$ cat src/rtl/winner_scan.sv
// ---------------------------------------------------------------------------
// winner_scan
//   Sequential winner-selection engine. On start it snapshots all candidate
//   tallies, then walks them one candidate per clock while keeping a running
//   maximum. It reports the winning index, its count and a tie flag.
//
// Ports
//   clk         : system clock, rising edge
//   rst_n       : asynchronous active-low reset
//   start       : scan request, sampled only while idle
//   tally       : packed tallies, candidate k at tally[k*CNT_W +: CNT_W]
//   busy        : high while scanning or presenting the result
//   done        : one-cycle pulse when results become valid
//   winner_idx  : index of the highest tally (lowest index wins ties)
//   winner_cnt  : highest tally value
//   tie         : another candidate equals the winning count
//
// Configuration macro
//   WINNER_SCAN_TIE_EN : when defined, tie detection is built. When
//                        undefined, the tie register and equality logic are
//                        omitted and tie is held at 0.
// ---------------------------------------------------------------------------
module winner_scan #(
    parameter int NUM_CAND = 4,
    parameter int CNT_W    = 4,
    parameter int IDX_W    = $clog2(NUM_CAND)
) (
    input  logic                      clk,
    input  logic                      rst_n,
    input  logic                      start,
    input  logic [NUM_CAND*CNT_W-1:0] tally,
    output logic                      busy,
    output logic                      done,
    output logic [IDX_W-1:0]          winner_idx,
    output logic [CNT_W-1:0]          winner_cnt,
    output logic                      tie
);

    typedef enum logic [1:0] {
        IDLE = 2'd0,
        SCAN = 2'd1,
        DONE = 2'd2
    } state_t;

    localparam logic [IDX_W-1:0] LAST_PTR = IDX_W'(NUM_CAND - 1);

    state_t             state_q, state_d;
    logic [IDX_W-1:0]   ptr_q, ptr_d;
    logic [CNT_W-1:0]   snap_q [NUM_CAND];
    logic [CNT_W-1:0]   snap_d [NUM_CAND];
    logic [CNT_W-1:0]   best_cnt_q, best_cnt_d;
    logic [IDX_W-1:0]   best_idx_q, best_idx_d;
    logic               busy_q, busy_d;
    logic               done_q, done_d;
    logic [IDX_W-1:0]   winner_idx_q, winner_idx_d;
    logic [CNT_W-1:0]   winner_cnt_q, winner_cnt_d;
`ifdef WINNER_SCAN_TIE_EN
    logic               tie_r_q, tie_r_d;
    logic               tie_q, tie_d;
    logic               tie_next;
`endif

    // Unpacked view of the live tally bus.
    logic [CNT_W-1:0]   tally_arr [NUM_CAND];

    generate
        for (genvar gi = 0; gi < NUM_CAND; gi++) begin : g_unpack
            assign tally_arr[gi] = tally[gi*CNT_W +: CNT_W];
        end
    endgenerate

    // Result of comparing the current candidate against the running best.
    // Used both to update the running state and, on the last candidate, to
    // load the outputs on the same edge that enters DONE.
    logic [CNT_W-1:0]   cur_cnt;
    logic [CNT_W-1:0]   best_cnt_next;
    logic [IDX_W-1:0]   best_idx_next;

    always_comb begin
        cur_cnt       = snap_q[ptr_q];
        best_cnt_next = best_cnt_q;
        best_idx_next = best_idx_q;
`ifdef WINNER_SCAN_TIE_EN
        tie_next      = tie_r_q;
`endif
        if (cur_cnt > best_cnt_q) begin
            best_cnt_next = cur_cnt;
            best_idx_next = ptr_q;
`ifdef WINNER_SCAN_TIE_EN
            tie_next      = 1'b0;
`endif
        end
`ifdef WINNER_SCAN_TIE_EN
        else if (cur_cnt == best_cnt_q) begin
            // Keep the earlier (lower) index; only flag the tie.
            tie_next = 1'b1;
        end
`endif
    end

    always_comb begin
        state_d      = state_q;
        ptr_d        = ptr_q;
        snap_d       = snap_q;
        best_cnt_d   = best_cnt_q;
        best_idx_d   = best_idx_q;
        done_d       = 1'b0;
        winner_idx_d = winner_idx_q;
        winner_cnt_d = winner_cnt_q;
`ifdef WINNER_SCAN_TIE_EN
        tie_r_d      = tie_r_q;
        tie_d        = tie_q;
`endif
        case (state_q)
            IDLE: begin
                if (start) begin
                    snap_d     = tally_arr;
                    best_cnt_d = tally_arr[0];
                    best_idx_d = '0;
                    ptr_d      = IDX_W'(1);
`ifdef WINNER_SCAN_TIE_EN
                    tie_r_d    = 1'b0;
`endif
                    state_d    = SCAN;
                end
            end
            SCAN: begin
                best_cnt_d = best_cnt_next;
                best_idx_d = best_idx_next;
`ifdef WINNER_SCAN_TIE_EN
                tie_r_d    = tie_next;
`endif
                if (ptr_q == LAST_PTR) begin
                    // ptr stays at the last candidate; it never wraps.
                    state_d      = DONE;
                    done_d       = 1'b1;
                    winner_idx_d = best_idx_next;
                    winner_cnt_d = best_cnt_next;
`ifdef WINNER_SCAN_TIE_EN
                    tie_d        = tie_next;
`endif
                end else begin
                    ptr_d = ptr_q + IDX_W'(1);
                end
            end
            DONE: begin
                state_d = IDLE;
            end
            default: begin
                state_d = IDLE;
            end
        endcase
        busy_d = (state_d != IDLE);
    end

    always_ff @(posedge clk or negedge rst_n) begin
        if (!rst_n) begin
            state_q      <= IDLE;
            ptr_q        <= '0;
            for (int k = 0; k < NUM_CAND; k++) begin
                snap_q[k] <= '0;
            end
            best_cnt_q   <= '0;
            best_idx_q   <= '0;
            busy_q       <= 1'b0;
            done_q       <= 1'b0;
            winner_idx_q <= '0;
            winner_cnt_q <= '0;
`ifdef WINNER_SCAN_TIE_EN
            tie_r_q      <= 1'b0;
            tie_q        <= 1'b0;
`endif
        end else begin
            state_q      <= state_d;
            ptr_q        <= ptr_d;
            snap_q       <= snap_d;
            best_cnt_q   <= best_cnt_d;
            best_idx_q   <= best_idx_d;
            busy_q       <= busy_d;
            done_q       <= done_d;
            winner_idx_q <= winner_idx_d;
            winner_cnt_q <= winner_cnt_d;
`ifdef WINNER_SCAN_TIE_EN
            tie_r_q      <= tie_r_d;
            tie_q        <= tie_d;
`endif
        end
    end

    assign busy       = busy_q;
    assign done       = done_q;
    assign winner_idx = winner_idx_q;
    assign winner_cnt = winner_cnt_q;
`ifdef WINNER_SCAN_TIE_EN
    assign tie        = tie_q;
`else
    assign tie        = 1'b0;
`endif

endmodule

$ cat config.mk
export PLATFORM = sky130hd
export DESIGN_NAME = winner_scan
export DESIGN_NICKNAME = d
export VERILOG_FILES = /design/src/rtl/winner_scan.sv
export SDC_FILE = /design/constraint.sdc
export NUM_CORES = 1
export LEC_CHECK = 0
export CELL_PAD_IN_SITES_DETAIL_PLACEMENT = 1
export CELL_PAD_IN_SITES_GLOBAL_PLACEMENT = 2
export CORE_MARGIN = 8
export CORE_UTILIZATION = 37
export DETAILED_ROUTE_END_ITERATION = 6
export HOLD_SLACK_MARGIN = 0.05
export PLACE_DENSITY_LB_ADDON = 0.1
export RECOVER_POWER = 50
export SLEW_MARGIN = 20
export SYNTH_ARGS = -nofsm -noshare
export SYNTH_HDL_FRONTEND = slang
export SYNTH_SLANG_ARGS = --single-unit
$ cat constraint.sdc
create_clock -name clk -period 3.31 [get_ports clk]
set_input_delay 0.331 -clock clk [delete_from_list [all_inputs] [get_ports clk]]
set_output_delay 0.331 -clock clk [all_outputs]
set_load 0.05 [all_outputs]
# Yosys cells after proc, flatten, opt, wreduce, memory -nomap -nowiden
# Cells that the tools add are included.
# word_totals
ff_bits	34
# classes
add_sub_neg	1
order_cmp	2
n_eq_ne	4
muxes	17
bitwise_logic	1
n_reduce_logical	7
# op_table
op	count
4-bit two-way mux	4
2-bit two-way mux	6
2-bit one-hot mux with 2 select lines	3
4-bit binary-select mux with 2-bit select	1
4-bit one-hot mux with 2 select lines	1
2-bit AND reduction	3
4-bit greater-than comparator	1
2-bit != test (second input constant)	2
2-bit nonzero test	2
3-bit greater-or-equal comparator (second input constant)	1
2-bit NOT with 3-bit output	1
3-bit AND reduction	1
2-bit by 1-bit adder with 2-bit output (second input constant)	1
2-bit by 1-bit equality test with 1-bit output (second input constant)	1
2-bit equality test (second input constant)	1
2-bit zero test	1
1-bit two-way mux	2

# Longest topological paths before layout
# depth
depth_word	7
ltp_mapped	9

# Worst setup path after synthesis
# Ideal clock, no wire load.
# synth_path
path_kind	reg-to-reg
from	register ptr_q[0]
to	register best_idx_q[0]
setup_ns	0.087
arrival_time_ns	2.057
t_required_ns	3.223
path_slack_ns	1.166
stages_incl_launch_ff	9
cell_sequence	dfrtp_1 > buf_6 > mux4_2 > ha_1 > a211oi_2 > and2_1 > buf_6 > nor2_1 > o211ai_1
# synth_via
elab_chain_cells	7
# synth_lines
item	line_no	rtl
start, declared	48	logic [IDX_W-1:0] ptr_q, ptr_d;
start signal, assigned	175	ptr_q <= ptr_d;
2-bit NOT with 3-bit output (implied by the code)	80	cur_cnt = snap_q[ptr_q];
4-bit binary-select mux with 2-bit select	80	
4-bit two-way mux (implied by the code) (2 in series)	80	
4-bit greater-than comparator	86	if (cur_cnt > best_cnt_q) begin
2-bit two-way mux *	86	
2-bit one-hot mux with 2 select lines *	114	case (state_q)
end signal, assigned	178	best_idx_q <= best_idx_d;
end, declared	52	logic [IDX_W-1:0] best_idx_q, best_idx_d;
# Mark *: on every way between the ends. The rest lies on a longest branch, timed or not. The select of a mux whose other input is x is not followed.
# A chain may end at the register's enable or synchronous reset.

# Final worst setup path
# layout_path
from	register ptr_q[0]
to	register winner_idx_q[0] (netlist: winner_idx[0])
# layout_via
elab_chain_cells	6
word_cells_on_any_way	8
cone_classes	order compare (1); eq/ne (1); mux (4); bitwise (1); reduce/logical (1)
# layout_lines
item	line_no	rtl
2-bit NOT with 3-bit output (implied by the code)	80	
4-bit binary-select mux with 2-bit select	80	
4-bit two-way mux (implied by the code) (2 in series)	80	
4-bit greater-than comparator	86	
2-bit two-way mux	86	
end signal, assigned	181	winner_idx_q <= winner_idx_d;
end, declared	55	logic [IDX_W-1:0] winner_idx_q, winner_idx_d;
# Several ways; a longest one is shown, not always the timed one. The select of a mux whose other input is x is not followed.

==> flow_summary.yaml <==
grt:
  antenna_found_initial: 0
  grt_max_degree: 35
  grt_usage_pct: 11.6
  grt_first_pass_wirelength_um: 6670
  overflow: 0
  grt_pass1_vias: 1290
clock_tree:
  cts_root_buf: "clkbuf_8"
  cts_setup_buffers: 0
  h-tree-depth: 2
  cts_tree: "yes"
  clk_pin_slew_ps: 70
  cts_sinks: 34
  ctsResizeCount: 0
  cts_buffers: 5
  postCtsHoldBufs: 0
  clk_latency_ps: 280
  cts_buffer_depth: 2
die:
  core_sq_mm: 0.00438
  num_rows: 24
  ios: 28
  die_h_um: 83.9
  die_w_um: 83.9
  die-area_sq_mm: 0.00704
  floorplan.initialDensity_pct: 38.9
route:
  antenna_left: 0
  finalWirelength_um: 3790
  firstDrtPassIters: 4
  drtIter0Drc: 98
  wire_per_inst_um: 17.0
  routed_via_density: 5.47
  route.detailed.drc: 0
  num_vias: 1220
sta:
  finalSetupViolations: 0
  hold_viol: 0
  fmax_mhz: 381
  finalSetupTns_ps: 0
  tightestPinTransition_ps: 1820
  rsz0062_at_grt: "false"
  fin_worst_skew_ps: 7.03
  min_period_ps: 2620
  slew_violations: 35
  fin_crit_sh_pct: 79.3
  max_slew_margin_pct: -21.3
cells_and_area:
  n_antenna_cell: 0
  instances_no_fill: 223
  drive_above_1_share_pct: 19.3
  area_delta_synth_final_pct: 20.8
  nNetsFinal: 194
min_path:
  min_from: "winner_cnt[1]$_DFFE_PN0P_"
  hold_depth: 2
  hold_path.class: "flip-flop to flip-flop"
  hold_end: "winner_cnt[1]$_DFFE_PN0P_"
worst_setup_path:
  reg2reg_setup_slack_ps: 690
  cpPeakStageDelay_ps: 610
  worstPathCellList: "mux4_2 -> ha_1 -> a41oi_1 -> buf_4 -> nand3_1 -> a31oi_1"
  startpoint_type: "flip-flop"
  r2r-start: "ptr_q[0]$_DFFE_PN0P_"
  worst-path-buf-inv: 1
  cpMaxStageDelayCell: "mux4_2"
  crit_path_end_kind: "flip-flop"
  cp.arrival_ps: 2830
  critPathMaxFanout: 9
  path_delay_family: "compound AO/OA/AOI/OAI gates"
  reg2reg_depth: 6
  r2r_end: "winner_idx[0]$_DFFE_PN0P_"
  crit_type: "flip-flop to flip-flop"
  required_ps: 3510
synthesis:
  synth_most_common_cell: "dfrtp_1"
  synth_seq_area_share_pct: 49.9
  ys_top_cells_by_area: "dfrtp_1, mux2_2, mux4_2"
  yosysTopAreaCell: "dfrtp_1"
  synth_cell_types: 33
  ys_warn_count: 0
  syn-instance-count: 145
  synthDominantCellAreaShare_pct: 49.9
  syn_area_per_cell_sq_um: 11.8
  synthArstFlopShare_pct: 100
  synth_edf_count: 0
  synth_seq_cells: 34
  synth_fp_nets: 169
  netlist_area_sq_mm: 0.00171
  synthTopCellsByCount: "dfrtp_1, mux2_2"
  synth_ff_type: "dfrtp_1"
flow_run:
  maxCapViolCount: 1
placed_design:
  place_hpwl_um: 2790
  portBuffers: 26
  gp_congestion: 0.808
  dpl.cell_count: 215
status:
  status: "complete, but fails checks"
  violations: "max-capacitance violations, max-slew violations"
==> registers in the layout, indices dropped and copies added (netlist names) <==
name        cells
winner_cnt      4
done            1
best_cnt_q      4
busy            1
state_q         2
winner_idx      2
best_idx_q      2
ptr_q           2
snap_q         16
==> worst register-to-register path, cell delays in order (launching register included) <==
cell     delay [ps]
dfrtp_1         600
mux4_2          610
ha_1            360
a41oi_1         460
buf_4           240
nand3_1         100
a31oi_1         180
==> layout make-up <==
type | count | area (sq um)
Tap cell | 52 | 65.1
Clock buffer | 6 | 82.6
Sequential cell | 34 | 851
Multi-Input combinational cell | 92 | 739
Fill cell | 466 | 2320
Inverter | 8 | 30.0
Clock inverter | 2 | 12.5
Timing Repair Buffer | 29 | 279
==> worst max path at each step <==
stage               slack (ps)                 start  depth (start not counted)                         to
finish                     690  ptr_q[0]$_DFFE_PN0P_                          6  winner_idx[0]$_DFFE_PN0P_
global placement           720  ptr_q[0]$_DFFE_PN0P_                          6  winner_idx[0]$_DFFE_PN0P_
floorplan                 1170  ptr_q[0]$_DFFE_PN0P_                          8  best_idx_q[0]$_DFFE_PN0P_
CTS                        630  ptr_q[0]$_DFFE_PN0P_                          6  winner_idx[0]$_DFFE_PN0P_
detailed placement         660  ptr_q[0]$_DFFE_PN0P_                          6  winner_idx[0]$_DFFE_PN0P_
global route               450  ptr_q[0]$_DFFE_PN0P_                          6  winner_idx[1]$_DFFE_PN0P_
==> kinds of logic after synthesis <==
logic type / share of synthesized area, %
adders and majority gates: 3.67
DFF: 49.9
other: 0.220
muxes: 15.8
and+or+nand+nor: 13.4
buffers and inverters: 6.60
AOI/OAI and AO/OA: 10.3
==> stage by stage <==
| step | utilization (%) | setup slack (ps) | cell area (sq um) | hold WS, ps |
|---|---|---|---|---|
| 3_5_place_dp | 44.9 | 658 | 1970 | 471 |
| 6_report | 47.0 | 686 | 2060 | 480 |
| 4_1_cts | 47.1 | 634 | 2070 | 471 |
| 2_1_floorplan | - | 1170 | 1710 | 35.4 |
| 5_1_grt | 47.0 | 446 | 2060 | 526 |
| 3_3_place_gp | 44.9 | 724 | 1970 | 466 |
==> per-layer routing <==
layer  wire length, um  vias up  global-route usage [%]
li1                  -      583                       -
met1              1860      610                    15.0
met2              1720       25                    17.2
met3               179        2                    4.30
met4                34        0                    4.24
met5                 0        -                       0
==> placed cells by master, fill, tap and decap left out, types with 2 or more instances in the layout <==
cell	count
dfrtp_1	34
clkdlybuf4s50_1	24
mux2_2	16
nand2_1	11
nand4_1	10
o211ai_1	10
nand3_1	10
inv_1	8
clkbuf_8	6
ha_1	5
mux4_2	4
a22oi_1	4
nor2_1	4
o21ai_1	2
a31oi_1	2
dlygate4sd3_1	2
buf_4	2
Power is not shown: default switching activity piles up to over one toggle a cycle in this logic, so the estimate is an artifact.
